--- src/rtl/trace_capture_pkg.sv ---
// Shared instruction-field widths plus the trace record layout used by the capture block.
package trace_capture_pkg;

    localparam int unsigned OPCODE_WIDTH = 7;
    localparam int unsigned VALUE_WIDTH  = 32;
    localparam int unsigned MEM_WIDTH    = 16;

    typedef enum logic {
        StIdle,
        StSend
    } ser_state_e;

    // Field order matches the serialized byte order: op_code leaves first.
    typedef struct packed {
        logic [OPCODE_WIDTH-1:0] op_code;
        logic [1:0]              dest_choice;
        logic [MEM_WIDTH-1:0]    dest_addr;
        logic [VALUE_WIDTH-1:0]  alu_out;
    } trace_rec_t;

    function automatic int unsigned trace_bytes(input int unsigned rec_w);
        return (rec_w + 7) / 8;
    endfunction

endpackage

--- src/rtl/trace_fifo.sv ---
// Record buffer for trace_capture: power-of-two depth, guarded push/pop, occupancy count.
module trace_fifo #(
    parameter int unsigned DEPTH = 8,
    parameter int unsigned WIDTH = 8
) (
    input  logic                       clk,
    input  logic                       rst_n,
    input  logic                       i_push,
    input  logic                       i_pop,
    input  logic [WIDTH-1:0]           i_data,
    output logic [WIDTH-1:0]           o_data,
    output logic                       o_full,
    output logic                       o_empty,
    output logic [$clog2(DEPTH):0]     o_level
);

    localparam int unsigned PTR_W = $clog2(DEPTH);

    logic [WIDTH-1:0] r_mem [DEPTH];
    logic [PTR_W-1:0] r_wr_ptr;
    logic [PTR_W-1:0] r_rd_ptr;
    logic [PTR_W:0]   r_level;
    logic             w_push_ok;
    logic             w_pop_ok;

    assign o_full    = (r_level == (PTR_W+1)'(DEPTH));
    assign o_empty   = (r_level == '0);
    assign o_level   = r_level;
    assign o_data    = r_mem[r_rd_ptr];
    // Fullness is judged on the start-of-cycle level, so a same-cycle pop never frees a slot.
    assign w_push_ok = i_push & ~o_full;
    assign w_pop_ok  = i_pop & ~o_empty;

    always_ff @(posedge clk or negedge rst_n) begin
        if (!rst_n) begin
            r_wr_ptr <= '0;
            r_rd_ptr <= '0;
            r_level  <= '0;
        end else begin
            if (w_push_ok) r_wr_ptr <= r_wr_ptr + PTR_W'(1);
            if (w_pop_ok)  r_rd_ptr <= r_rd_ptr + PTR_W'(1);
            unique case ({w_push_ok, w_pop_ok})
                2'b10:   r_level <= r_level + (PTR_W+1)'(1);
                2'b01:   r_level <= r_level - (PTR_W+1)'(1);
                default: r_level <= r_level;
            endcase
        end
    end

    always_ff @(posedge clk) begin
        if (w_push_ok) r_mem[r_wr_ptr] <= i_data;
    end

endmodule

--- src/rtl/trace_capture.sv ---
// Captures retired-instruction records into a FIFO and streams them out MSB byte first.
module trace_capture
    import trace_capture_pkg::*;
#(
    parameter int unsigned FIFO_DEPTH = 8,
    parameter int unsigned OP_W       = OPCODE_WIDTH,
    parameter int unsigned VAL_W      = VALUE_WIDTH,
    parameter int unsigned ADDR_W     = MEM_WIDTH
) (
    input  logic                          clk,
    input  logic                          rst_n,
    input  logic                          i_capture_en,
    input  logic                          i_trace_valid,
    input  logic [OP_W-1:0]               i_op_code,
    input  logic [VAL_W-1:0]              i_alu_out,
    input  logic [ADDR_W-1:0]             i_dest_addr,
    input  logic [1:0]                    i_dest_choice,
    input  logic                          i_clr_overflow,
    output logic                          o_tx_valid,
    input  logic                          i_tx_ready,
    output logic [7:0]                    o_tx_data,
    output logic                          o_tx_last,
    output logic                          o_overflow,
    output logic [7:0]                    o_drop_count,
    output logic [$clog2(FIFO_DEPTH):0]   o_fifo_level
);

    localparam int unsigned REC_W   = OP_W + 2 + ADDR_W + VAL_W;
    localparam int unsigned T_BYTES = trace_bytes(REC_W);
    localparam int unsigned BUF_W   = T_BYTES * 8;
    localparam int unsigned IDX_W   = (T_BYTES > 1) ? $clog2(T_BYTES) : 1;
    localparam logic [IDX_W-1:0] LAST_IDX = IDX_W'(T_BYTES - 1);

    ser_state_e       r_state;
    ser_state_e       w_state_next;
    logic [BUF_W-1:0] r_shift;
    logic [IDX_W-1:0] r_byte_idx;
    logic             r_overflow;
    logic [7:0]       r_drop_count;

    logic [BUF_W-1:0] w_rec;
    logic [BUF_W-1:0] w_fifo_data;
    logic             w_accept;
    logic             w_full;
    logic             w_empty;
    logic             w_drop;
    logic             w_pop;
    logic             w_advance;
    logic             w_is_last;

    assign w_rec    = BUF_W'({i_op_code, i_dest_choice, i_dest_addr, i_alu_out});
    assign w_accept = i_trace_valid & i_capture_en;
    assign w_drop   = w_accept & w_full;

    trace_fifo #(
        .DEPTH (FIFO_DEPTH),
        .WIDTH (BUF_W)
    ) u_fifo (
        .clk     (clk),
        .rst_n   (rst_n),
        .i_push  (w_accept),
        .i_pop   (w_pop),
        .i_data  (w_rec),
        .o_data  (w_fifo_data),
        .o_full  (w_full),
        .o_empty (w_empty),
        .o_level (o_fifo_level)
    );

    assign w_is_last = (r_byte_idx == LAST_IDX);

    always_comb begin
        w_state_next = r_state;
        w_pop        = 1'b0;
        w_advance    = 1'b0;
        unique case (r_state)
            StIdle: begin
                if (!w_empty) begin
                    w_pop        = 1'b1;
                    w_state_next = StSend;
                end
            end
            StSend: begin
                if (i_tx_ready) begin
                    // Chain straight into the next record to avoid an idle bubble.
                    if (w_is_last) begin
                        if (!w_empty) w_pop = 1'b1;
                        else          w_state_next = StIdle;
                    end else begin
                        w_advance = 1'b1;
                    end
                end
            end
        endcase
    end

    always_ff @(posedge clk or negedge rst_n) begin
        if (!rst_n) begin
            r_state    <= StIdle;
            r_shift    <= '0;
            r_byte_idx <= '0;
        end else begin
            r_state <= w_state_next;
            if (w_pop) begin
                r_shift    <= w_fifo_data;
                r_byte_idx <= '0;
            end else if (w_advance) begin
                r_shift    <= r_shift << 8;
                r_byte_idx <= r_byte_idx + IDX_W'(1);
            end
        end
    end

    always_ff @(posedge clk or negedge rst_n) begin
        if (!rst_n) begin
            r_overflow   <= 1'b0;
            r_drop_count <= '0;
        end else if (w_drop) begin
            r_overflow   <= 1'b1;
            if (i_clr_overflow)            r_drop_count <= 8'd1;
            else if (r_drop_count != 8'hFF) r_drop_count <= r_drop_count + 8'd1;
        end else if (i_clr_overflow) begin
            r_overflow   <= 1'b0;
            r_drop_count <= '0;
        end
    end

    assign o_tx_valid   = (r_state == StSend);
    assign o_tx_data    = o_tx_valid ? r_shift[BUF_W-1 -: 8] : 8'h00;
    assign o_tx_last    = o_tx_valid & w_is_last;
    assign o_overflow   = r_overflow;
    assign o_drop_count = r_drop_count;

endmodule

--- config.mk ---
export PLATFORM = sky130hd
export DESIGN_NAME = trace_capture
export DESIGN_NICKNAME = d
export VERILOG_FILES = /design/src/rtl/trace_capture_pkg.sv /design/src/rtl/trace_fifo.sv /design/src/rtl/trace_capture.sv
export SDC_FILE = /design/constraint.sdc
export NUM_CORES = 1
export LEC_CHECK = 0
export BUFFER_PORTS_ARGS = -buffer_cell sky130_fd_sc_hd__buf_4
export CORE_UTILIZATION = 65
export DETAILED_ROUTE_END_ITERATION = 10
export PLACE_DENSITY = 0.83
export SLEW_MARGIN = 0
export SYNTH_ARGS = -nofsm -noshare
export SYNTH_HDL_FRONTEND = slang
export SYNTH_SLANG_ARGS = --single-unit
--- constraint.sdc ---
create_clock -name clk -period 7.9 [get_ports clk]
set_input_delay 1.185 -clock clk [delete_from_list [all_inputs] [get_ports clk]]
set_output_delay 1.185 -clock clk [all_outputs]
set_load 0.02 [all_outputs]
==> flow_metrics.py, run 1 <==
metrics = {
    "run_status": {
        "status": "complete, no violations",
    },
    "timing": {
        "max_slew_margin": 0.263,
        "setup-violations-final": 0,
        "fin_skew_ns": 0.0178,
        "fmax_mhz": 305,
        "worst_slew_pin_slew_ns": 1.10,
        "whs_ns": 0.519,
        "period_minus_slack_ns": 3.28,
        "hold_viol_final": 0,
        "rsz0062_at_grt": "no",
        "fin_ws_ns": 4.62,
        "slew_violations": 0,
        "setup-tns-final_ns": 0,
        "min_period_over_period": 0.415,
    },
    "floorplanning": {
        "dieHeight_um": 182,
        "start_util": 0.666,
        "boundaryPins": 86,
        "rows": 65,
        "die_width_um": 182,
        "die-area_um2": 33200,
        "core_um2": 31700,
    },
    "global_route": {
        "grt_max_degree": 91,
        "gr-total-overflow": 0,
        "grt_pass1_wl_um": 67100,
        "gr-usage-all-layers": 0.273,
        "grt_pass1_vias": 11600,
        "antenna_found_initial": 3,
    },
    "synth": {
        "ys_seq_elements": 543,
        "synth_xor_area_frac": 0.00456,
        "synth_top_family_by_area": "multiplexers",
        "synth_simple_gate_area_frac": 0.0561,
        "synth_fa_ha_area_frac": 0.00474,
        "synth_area_per_cell_um2": 18.8,
        "post_synth_mux_area_share": 0.123,
        "synth-compound-area-share": 0.0432,
        "syn-cell-area_um2": 21100,
        "synth_edf_count": 456,
        "ys.flop_type": "edfxtp_1",
        "synthCells": 1125,
        "synthArstFlopShare": 0.160,
        "seq_area_frac_synth": 0.752,
        "synth.distinct_cells": 44,
        "yosysWarnings": 0,
        "synthesis.nets": 1196,
    },
    "setup_path": {
        "reg2regPathDepth": 5,
        "crit_start": "i_trace_valid",
        "worstSetupEndpointType": "flop",
        "cp.arrival_ns": 3.47,
        "path_class": "input port to flop",
        "cp-endpoint": "u_fifo.r_mem[5][55]",
        "r2r-start": "u_fifo.r_rd_ptr[1]",
        "r2r_slack_ns": 4.79,
        "r2r-end": "r_shift[23]",
        "cp_data_required_time_ns": 8.10,
        "cp_max_fo": 29,
        "worst_setup_path_start_kind": "input port",
    },
    "clock_network": {
        "cts.path.max_buffers": 3,
        "htreeDepth": 2,
        "cts_tree": "yes",
        "cts_setup_buffers": 0,
        "insertion_delay_ns": 0.57,
        "clk_pin_slew_ns": 0.06,
        "cts_root_buffer": "clkbuf_16",
        "hold_buffers": 0,
        "cts_sinks": 543,
        "ctsResizeCount": 0,
        "cts_made_buffers": 52,
    },
    "routing": {
        "drtAntennaViolNets": 0,
        "drtIter0Drc": 1005,
        "vias": 11000,
        "firstDrtPassIters": 5,
        "totalWireLength_um": 43000,
        "wl_per_cell_um": 25.9,
        "drcViolationCount": 0,
        "drt-vias-per-instance": 6.66,
    },
    "placement": {
        "dp_hpwl_um": 21800,
        "port_buffers": 85,
        "dpl_worst_slack_ns": 4.09,
        "gp_congestion": 0.720,
        "dp.cells": 1561,
    },
    "worst_hold_path": {
        "whs_path_depth": 2,
        "hold_path.class": "flop to flop",
    },
    "layout": {
        "fill_cells": 1746,
        "final_core_util": 0.751,
        "regArea_um2": 15900,
        "multi_input_area_um2": 4960,
        "fin_cells": 1659,
        "area_delta_synth_final_pct": 12.8,
        "drive_gt1_frac": 0.248,
        "nNetsFinal": 1284,
    },
    "pwr": {
        "power_density_nw_per_um2": 329,
        "vdd_ir_drop_max_uv": 249,
        "leakagePower_nw": 8.02,
    },
    "flow_run": {
        "maxCapViolations": 0,
    },
}
==> metrics by stage <==
step / power [W] / cell area [um2]
finish: 0.00784 / 23800
global route: 0.00816 / 23800
CTS: 0.00789 / 23800
detailed placement: 0.00544 / 22100
global placement: 0.00536 / 22100
floorplan: 0.00496 / 21100
==> how the worst min path moves through the flow <==
stage	start	end	slack, ns
after global routing	r_shift[50]	r_shift[58]	0.54
final	r_shift[59]	r_shift[59]	0.52
after detailed placement	r_shift[52]	r_shift[60]	0.51
after global placement	r_shift[50]	r_shift[58]	0.51
after floorplan	r_shift[57]	r_shift[57]	0.49
after CTS	r_shift[52]	r_shift[60]	0.52
==> logic make-up after synthesis <==
| logic type | after synthesis |
|---|---|
| compound gates | 133 |
| simple gates | 242 |
| mux | 117 |
| flops | 543 |
| buf+inv | 71 |
| fa+ha+maj | 8 |
| xor+xnor | 11 |
==> layout by cell type, fill, tap and decap left out, types with 8 or more instances in the layout <==
cell type / n
a211oi_1: 49
nand2_1: 133
a221o_1: 8
dfrtp_1: 84
nor2b_1: 50
clkbuf_16: 53
a21oi_1: 15
a31oi_1: 49
clkbuf_1: 14
edfxtp_1: 456
ha_1: 8
nor2_1: 10
buf_4: 101
mux4_2: 114
and2_1: 11
clkinv_2: 8
and3_1: 9
==> layer usage <==
layer  up-vias  routed length [um]  track usage
met5         -                  22            0
met4         4                1100       0.0894
met3        90                3330       0.0493
met2       566               22200        0.464
met1      5735               16400        0.364
li1       4648                   -            -
==> report_power, final <==
part | switching, W | internal, W
combinational | 0.000846 | 0.000789
clock | 0.00102 | 0.00144
sequential | 0.000278 | 0.00347
==> state kept, by name, summed over array words and instances (netlist names) <==
name and cells:
o_drop_count 8, o_overflow 1, r_byte_idx 3, o_tx_valid 1, r_shift 64, u_fifo.r_rd_ptr 3
u_fifo.r_wr_ptr 3, u_fifo.o_level 4, u_fifo.r_mem 456
==> final cells by class <==
class,count,share of cell area
antenna,1,0.000105
clock buffer,71,0.0602
multi-input combinational,511,0.208
tap,402,0.0211
inverter,4,0.000630
sequential,543,0.667
clock inverter,26,0.0113
timing repair buffer,101,0.0318
==> worst max-delay path, cell delays in order <==
cell and delay (ns):
buf_4 0.08, nand2_1 0.15, nor2_1 0.26, nand2_1 0.27, nor2_4 0.92, buf_4 0.58
==> synth_stat cells, types with 2 or more instances <==
library cell | instances | area [um2]
and3_1 | 9 | 56.3
nand2b_1 | 4 | 25.0
ha_1 | 8 | 100
mux2_2 | 2 | 22.5
a31oi_1 | 49 | 307
a21oi_1 | 15 | 75.1
nor2_1 | 17 | 63.8
inv_1 | 3 | 11.3
nand3b_1 | 2 | 15.0
a211oi_1 | 49 | 368
nand2_1 | 133 | 499
nor4b_4 | 2 | 47.6
and2_1 | 11 | 68.8
nor3_1 | 3 | 15.0
dfrtp_1 | 87 | 2180
buf_2 | 17 | 85.1
o31ai_1 | 2 | 15.0
buf_6 | 5 | 56.3
or4_1 | 2 | 15.0
mux4_2 | 114 | 2570
xor2_1 | 5 | 43.8
edfxtp_1 | 456 | 13700
o21ai_0 | 5 | 25.0
nor2b_1 | 50 | 313
xnor2_1 | 6 | 52.6
a221o_1 | 8 | 80.1
o211ai_1 | 2 | 15.0
clkbuf_1 | 37 | 139
buf_4 | 7 | 52.6
Note: power is estimated with default switching activity, not from simulation.
==> run 2: changes to the inputs <==
--- a/config.mk
+++ b/config.mk
@@ -6,9 +6,9 @@
 export NUM_CORES = 1
 export LEC_CHECK = 0
 export BUFFER_PORTS_ARGS = -buffer_cell sky130_fd_sc_hd__buf_4
-export CORE_UTILIZATION = 65
+export CORE_UTILIZATION = 61
 export DETAILED_ROUTE_END_ITERATION = 10
-export PLACE_DENSITY = 0.83
+export PLACE_DENSITY = 0.79
 export SLEW_MARGIN = 0
 export SYNTH_ARGS = -nofsm -noshare
 export SYNTH_HDL_FRONTEND = slang
==> constraint.sdc (replaced) <==
create_clock -name clk -period 3.15 [get_ports clk]
set_input_delay 0.4725 -clock clk [delete_from_list [all_inputs] [get_ports clk]]
set_output_delay 0.4725 -clock clk [all_outputs]
set_load 0.02 [all_outputs]
==> flow_metrics.py, run 2 (synthesized netlist as in run 1, its figures left out) <==
metrics = {
    "run_status": {
        "status": "complete, no violations",
    },
    "setup_path": {
        "path_class": "flop to flop",
        "worst_setup_path_start_kind": "flop",
        "cp-endpoint": "u_fifo.o_level[2]",
        "r2r-start": "r_byte_idx[0]",
        "crit_chain": "ha_1 > ha_1 > a21bo_2 > nand2b_4 > inv_2 > ha_1 > xor2_1 > ha_1 > a21oi_1 > xor2_1 > nor2_1 > xor2_1",
        "r2r-end": "u_fifo.o_level[2]",
        "crit_start": "r_byte_idx[0]",
        "cp_data_required_time_ns": 3.59,
        "cp_max_fo": 15,
        "cp_slowest_stage_delay_ns": 0.39,
        "cp.arrival_ns": 3.01,
        "critPathBufInv": 1,
        "worstSetupEndpointType": "flop",
        "r2r_slack_ns": 0.58,
        "crit_family": "adder cells",
        "slowest_stage": "dfrtp_1",
        "reg2regPathDepth": 12,
        "cpMostUsedCell": "ha_1",
        "worst-path-stages": 12,
    },
    "routing": {
        "drtAntennaViolNets": 0,
        "wl_per_cell_um": 25.3,
        "firstDrtPassIters": 5,
        "vias": 11000,
        "totalWireLength_um": 43700,
        "drt-vias-per-instance": 6.36,
        "drtIter0Drc": 1040,
        "drcViolationCount": 0,
    },
    "timing": {
        "fin_ws_ns": 0.581,
        "period_minus_slack_ns": 2.57,
        "hold_viol_final": 0,
        "whs_ns": 0.130,
        "slew_violations": 0,
        "setup-violations-final": 0,
        "fmax_mhz": 389,
        "rsz0062_at_grt": "no",
        "max_slew_margin": 0.501,
        "fin_skew_ns": 0.0156,
        "setup-tns-final_ns": 0,
        "worst_slew_pin_slew_ns": 0.747,
        "min_period_over_period": 0.816,
    },
    "layout": {
        "final_cell_mix": "edfxtp_1, nand2_1, mux4_2",
        "fill_cells": 1944,
        "drive_gt1_frac": 0.258,
        "num_antenna_cells": 0,
        "largest_reg_flops": 456,
        "nNetsFinal": 1304,
        "area_delta_synth_final_pct": 14.9,
        "final_common_cell": "edfxtp_1",
        "largest-register": "u_fifo.r_mem",
    },
    "worst_hold_path": {
        "hold_path.class": "input port to flop",
    },
    "clock_network": {
        "hold_buffers": 1,
        "htreeDepth": 2,
        "ctsResizeCount": 0,
        "insertion_delay_ns": 0.58,
        "cts.path.max_buffers": 3,
        "clk_pin_slew_ns": 0.07,
        "cts_sinks": 543,
        "cts_setup_buffers": 0,
        "cts_root_buffer": "clkbuf_16",
        "cts_made_buffers": 52,
        "cts_tree": "yes",
    },
    "floorplanning": {
        "dieHeight_um": 188,
        "die-area_um2": 35400,
        "rows": 67,
        "core_um2": 33800,
        "boundaryPins": 86,
        "start_util": 0.625,
        "die_width_um": 188,
    },
    "global_route": {
        "grt_pass1_wl_um": 68000,
        "grt_max_degree": 110,
        "grt_pass1_vias": 11500,
        "antenna_found_initial": 0,
        "grtUsageMet2": 0.431,
        "gr-total-overflow": 0,
        "grt_use_met1": 0.349,
        "gr-usage-all-layers": 0.258,
        "grt.busiest_layer": "met2",
        "use_met3": 0.0352,
    },
    "flow_run": {
        "maxCapViolations": 0,
    },
    "pwr": {
        "total_power_w": 0.0200,
        "leakagePower_nw": 8.18,
        "power_density_nw_per_um2": 822,
        "vdd_ir_drop_max_uv": 486,
    },
    "placement": {
        "dp_hpwl_um": 23800,
        "port_buffers": 85,
        "dpl_worst_slack_ns": 0.594,
        "gp_congestion": 0.803,
    },
}
[run 2: worst min path at each step]
stage	from	cells after the start	endpoint	slack (ns)
floorplan	rst_n	0	o_drop_count[0]	0.18
global placement	o_overflow	2	o_overflow	0.51
detailed placement	r_shift[52]	2	r_shift[60]	0.51
CTS	i_dest_addr[15]	1	u_fifo.r_mem[3][47]	0.1
global route	i_op_code[5]	1	u_fifo.r_mem[4][55]	0.11
finish	i_dest_choice[1]	1	u_fifo.r_mem[5][49]	0.13
[run 2: cell type report]
type,instances,area [um2],share of cell area
repair buffers,121,1110,0.0458
clock inverters,23,251,0.0104
well taps,448,561,0.0231
flip-flops and latches,543,15900,0.654
multi-input cells,511,4980,0.205
clock buffers,75,1470,0.0606
inverters,4,15.0,0.000619
[run 2: layer usage]
metal / up-vias / part of all wire
met5: - / 0
met4: 0 / 0.031
met3: 92 / 0.057
met2: 485 / 0.52
met1: 5694 / 0.40
li1: 4700 / -
[run 2: report_power, final]
| group | leakage (nW) | total (W) | internal (W) | switching, W |
|---|---|---|---|---|
| combinational | 2.09 | 0.00440 | 0.00214 | 0.00226 |
| clock | 0.835 | 0.00622 | 0.00366 | 0.00256 |
| sequential | 5.26 | 0.00934 | 0.00868 | 0.000655 |
[run 2: stage by stage]
stage	cell area, um2	std cells	utilization
after floorplan	21100	1125	-
final	24300	1725	0.718
after CTS	24300	1725	0.718
after global placement	22500	1626	0.667
after detailed placement	22500	1626	0.667
after global routing	24300	1725	0.718
==> run 3: changes to the inputs <==
--- a/config.mk
+++ b/config.mk
@@ -5,10 +5,11 @@
 export SDC_FILE = /design/constraint.sdc
 export NUM_CORES = 1
 export LEC_CHECK = 0
+export ABC_AREA = 1
 export BUFFER_PORTS_ARGS = -buffer_cell sky130_fd_sc_hd__buf_4
-export CORE_UTILIZATION = 61
+export CORE_UTILIZATION = 62
 export DETAILED_ROUTE_END_ITERATION = 10
-export PLACE_DENSITY = 0.79
+export PLACE_DENSITY = 0.8
 export SLEW_MARGIN = 0
 export SYNTH_ARGS = -nofsm -noshare
 export SYNTH_HDL_FRONTEND = slang
==> constraint.sdc (replaced) <==
create_clock -name clk -period 2.46 [get_ports clk]
set_input_delay 0.369 -clock clk [delete_from_list [all_inputs] [get_ports clk]]
set_output_delay 0.369 -clock clk [all_outputs]
set_load 0.02 [all_outputs]
==> flow_metrics.py, run 3 <==
metrics = {
    "setup_path": {
        "cp_max_fo": 3,
        "worstSetupEndpointType": "flop",
        "cp-endpoint": "u_fifo.o_level[1]",
        "worst_setup_path_start_kind": "flop",
        "cp.arrival_ns": 2.66,
        "path_class": "flop to flop",
        "reg2regPathDepth": 10,
        "r2r_slack_ns": 0.25,
        "crit_start": "r_byte_idx[0]",
        "cp_data_required_time_ns": 2.91,
        "r2r-end": "u_fifo.o_level[1]",
        "r2r-start": "r_byte_idx[0]",
    },
    "floorplanning": {
        "dieHeight_um": 192,
        "start_util": 0.629,
        "die_width_um": 192,
        "core_um2": 35600,
        "boundaryPins": 86,
        "rows": 69,
        "die-area_um2": 36900,
    },
    "run_status": {
        "status": "complete, no violations",
    },
    "synth": {
        "synth_area_per_cell_um2": 11.3,
        "ys.flop_type": "edfxtp_1",
        "synth.distinct_cells": 33,
        "synthesis.nets": 2058,
        "synth_top_area_share": 0.612,
        "synth_edf_count": 456,
        "ys_seq_elements": 543,
        "synthArstFlopShare": 0.160,
        "yosysMostFrequentCell": "edfxtp_1",
        "yosysTopAreaCell": "edfxtp_1",
        "synthTopCellsByArea": "edfxtp_1, dfrtp_1, nand2_1",
        "synthCells": 1987,
        "syn-cell-area_um2": 22400,
        "seq_area_frac_synth": 0.709,
        "synth_commonest_cells": "edfxtp_1, nand2_1, nor2_1",
        "yosysWarnings": 0,
    },
    "layout": {
        "regArea_um2": 15900,
        "multi_input_area_um2": 5500,
        "final_common_cell": "edfxtp_1",
        "fill_cells": 2386,
        "final_core_util": 0.710,
        "largest_reg_flops": 456,
        "num_antenna_cells": 0,
        "nNetsFinal": 2120,
        "area_delta_synth_final_pct": 12.9,
        "final_cell_mix": "edfxtp_1, nand2_1, nor2_1",
        "drive_gt1_frac": 0.109,
        "largest-register": "u_fifo.r_mem",
        "fin_cells": 2554,
    },
    "routing": {
        "wl_per_cell_um": 19.9,
        "drt-vias-per-instance": 5.83,
        "drcViolationCount": 0,
        "firstDrtPassIters": 5,
        "drtIter0Drc": 1477,
        "drtAntennaViolNets": 0,
        "totalWireLength_um": 50800,
        "vias": 14900,
    },
    "worst_hold_path": {
        "hold_path.class": "input port to flop",
    },
    "timing": {
        "min_period_over_period": 0.899,
        "fin_ws_ns": 0.248,
        "rsz0062_at_grt": "no",
        "fmax_mhz": 452,
        "period_minus_slack_ns": 2.21,
        "setup-violations-final": 0,
        "hold_viol_final": 0,
        "max_slew_margin": 0.573,
        "fin_skew_ns": 0.0207,
        "worst_slew_pin_slew_ns": 0.641,
        "slew_violations": 0,
    },
    "pwr": {
        "leakagePower_nw": 9.77,
        "vdd_ir_drop_max_uv": 959,
        "power_density_nw_per_um2": 1080,
    },
    "placement": {
        "dp_hpwl_um": 27400,
        "port_buffers": 85,
        "gp_congestion": 0.803,
        "dp.cells": 2455,
        "dpl_worst_slack_ns": 0.161,
    },
    "clock_network": {
        "clk_pin_slew_ns": 0.06,
        "cts_made_buffers": 52,
        "htreeDepth": 2,
        "cts_sinks": 543,
        "cts_setup_buffers": 0,
        "cts_tree": "yes",
        "cts.path.max_buffers": 3,
        "insertion_delay_ns": 0.58,
        "cts_root_buffer": "clkbuf_16",
    },
    "global_route": {
        "grt_pass1_wl_um": 78500,
        "gr-total-overflow": 0,
        "gr-usage-all-layers": 0.281,
        "grt_max_degree": 105,
        "antenna_found_initial": 1,
        "grt_pass1_vias": 15000,
    },
    "flow_run": {
        "maxCapViolations": 0,
    },
}
[run 3: layout make-up]
class | instances | area share
tap | 461 | 0.0228
multi-input combinational | 1234 | 0.218
timing repair buffer | 119 | 0.0465
inverter | 99 | 0.0149
clock inverter | 25 | 0.00911
clock buffer | 73 | 0.0602
sequential | 543 | 0.629
[run 3: power breakdown]
group	internal [W]	switching (W)
registers	0.0109	0.000545
logic	0.00245	0.00534
clock network	0.00473	0.00333
[run 3: critical path: stages (launching register included)]
cell and delay, ns:
dfrtp_1 0.39, ha_1 0.20, ha_1 0.20, nand2_1 0.07, nand2_1 0.07, nand2_2 0.12
inv_4 0.04, ha_1 0.23, xor2_1 0.22, ha_1 0.27, mux2_2 0.26
[run 3: logic make-up after synthesis]
logic type,share of synthesized area
AND/OR/NAND/NOR,0.164
flip-flops,0.709
AO/OA/AOI/OAI,0.0709
buffers and inverters,0.0479
XOR/XNOR,0.00352
adder cells (fa/ha/maj),0.00447
multiplexers,0.000503
[run 3: layer usage]
layer	wire length (um)	GRT usage
met4	1880	0.127
met3	3560	0.0393
met1	19700	0.354
met2	25600	0.485
met5	14	0
[run 3: worst min path at each step]
| stage | startpoint | end | slack (ns) | cells past startpoint |
|---|---|---|---|---|
| floorplan | rst_n | o_drop_count[0] | 0.07 | 0 |
| global placement | rst_n | u_fifo.r_wr_ptr[0] | 0.30 | 1 |
| detailed placement | rst_n | u_fifo.r_wr_ptr[1] | 0.31 | 1 |
| CTS | i_dest_choice[0] | u_fifo.r_mem[2][48] | 0.0005 | 1 |
| global route | i_op_code[4] | u_fifo.r_mem[5][54] | 0.005 | 1 |
| finish | i_dest_choice[0] | u_fifo.r_mem[2][48] | 0.02 | 1 |
[run 3: timing repair]
| action | CTS | global route |
|---|---|---|
| hold endpoints to repair | 23 | 0 |
| gates resized for setup | 0 | 1 |
| setup endpoints to repair | 0 | 6 |
| hold buffers | 1 | 0 |
[run 3: stage by stage]
| step | instance area [um2] | power (W) | setup TNS [ns] | hold slack, ns |
|---|---|---|---|---|
| 2_1_floorplan | 22400 | 0.0171 | -111.54 | 0.0734 |
| 3_3_place_gp | 23500 | 0.0190 | 0 | 0.302 |
| 3_5_place_dp | 23500 | 0.0193 | 0 | 0.309 |
| 4_1_cts | 25300 | 0.0274 | 0 | 0.000466 |
| 5_1_grt | 25300 | 0.0286 | 0 | 0.00502 |
| 6_report | 25300 | 0.0273 | 0 | 0.0228 |
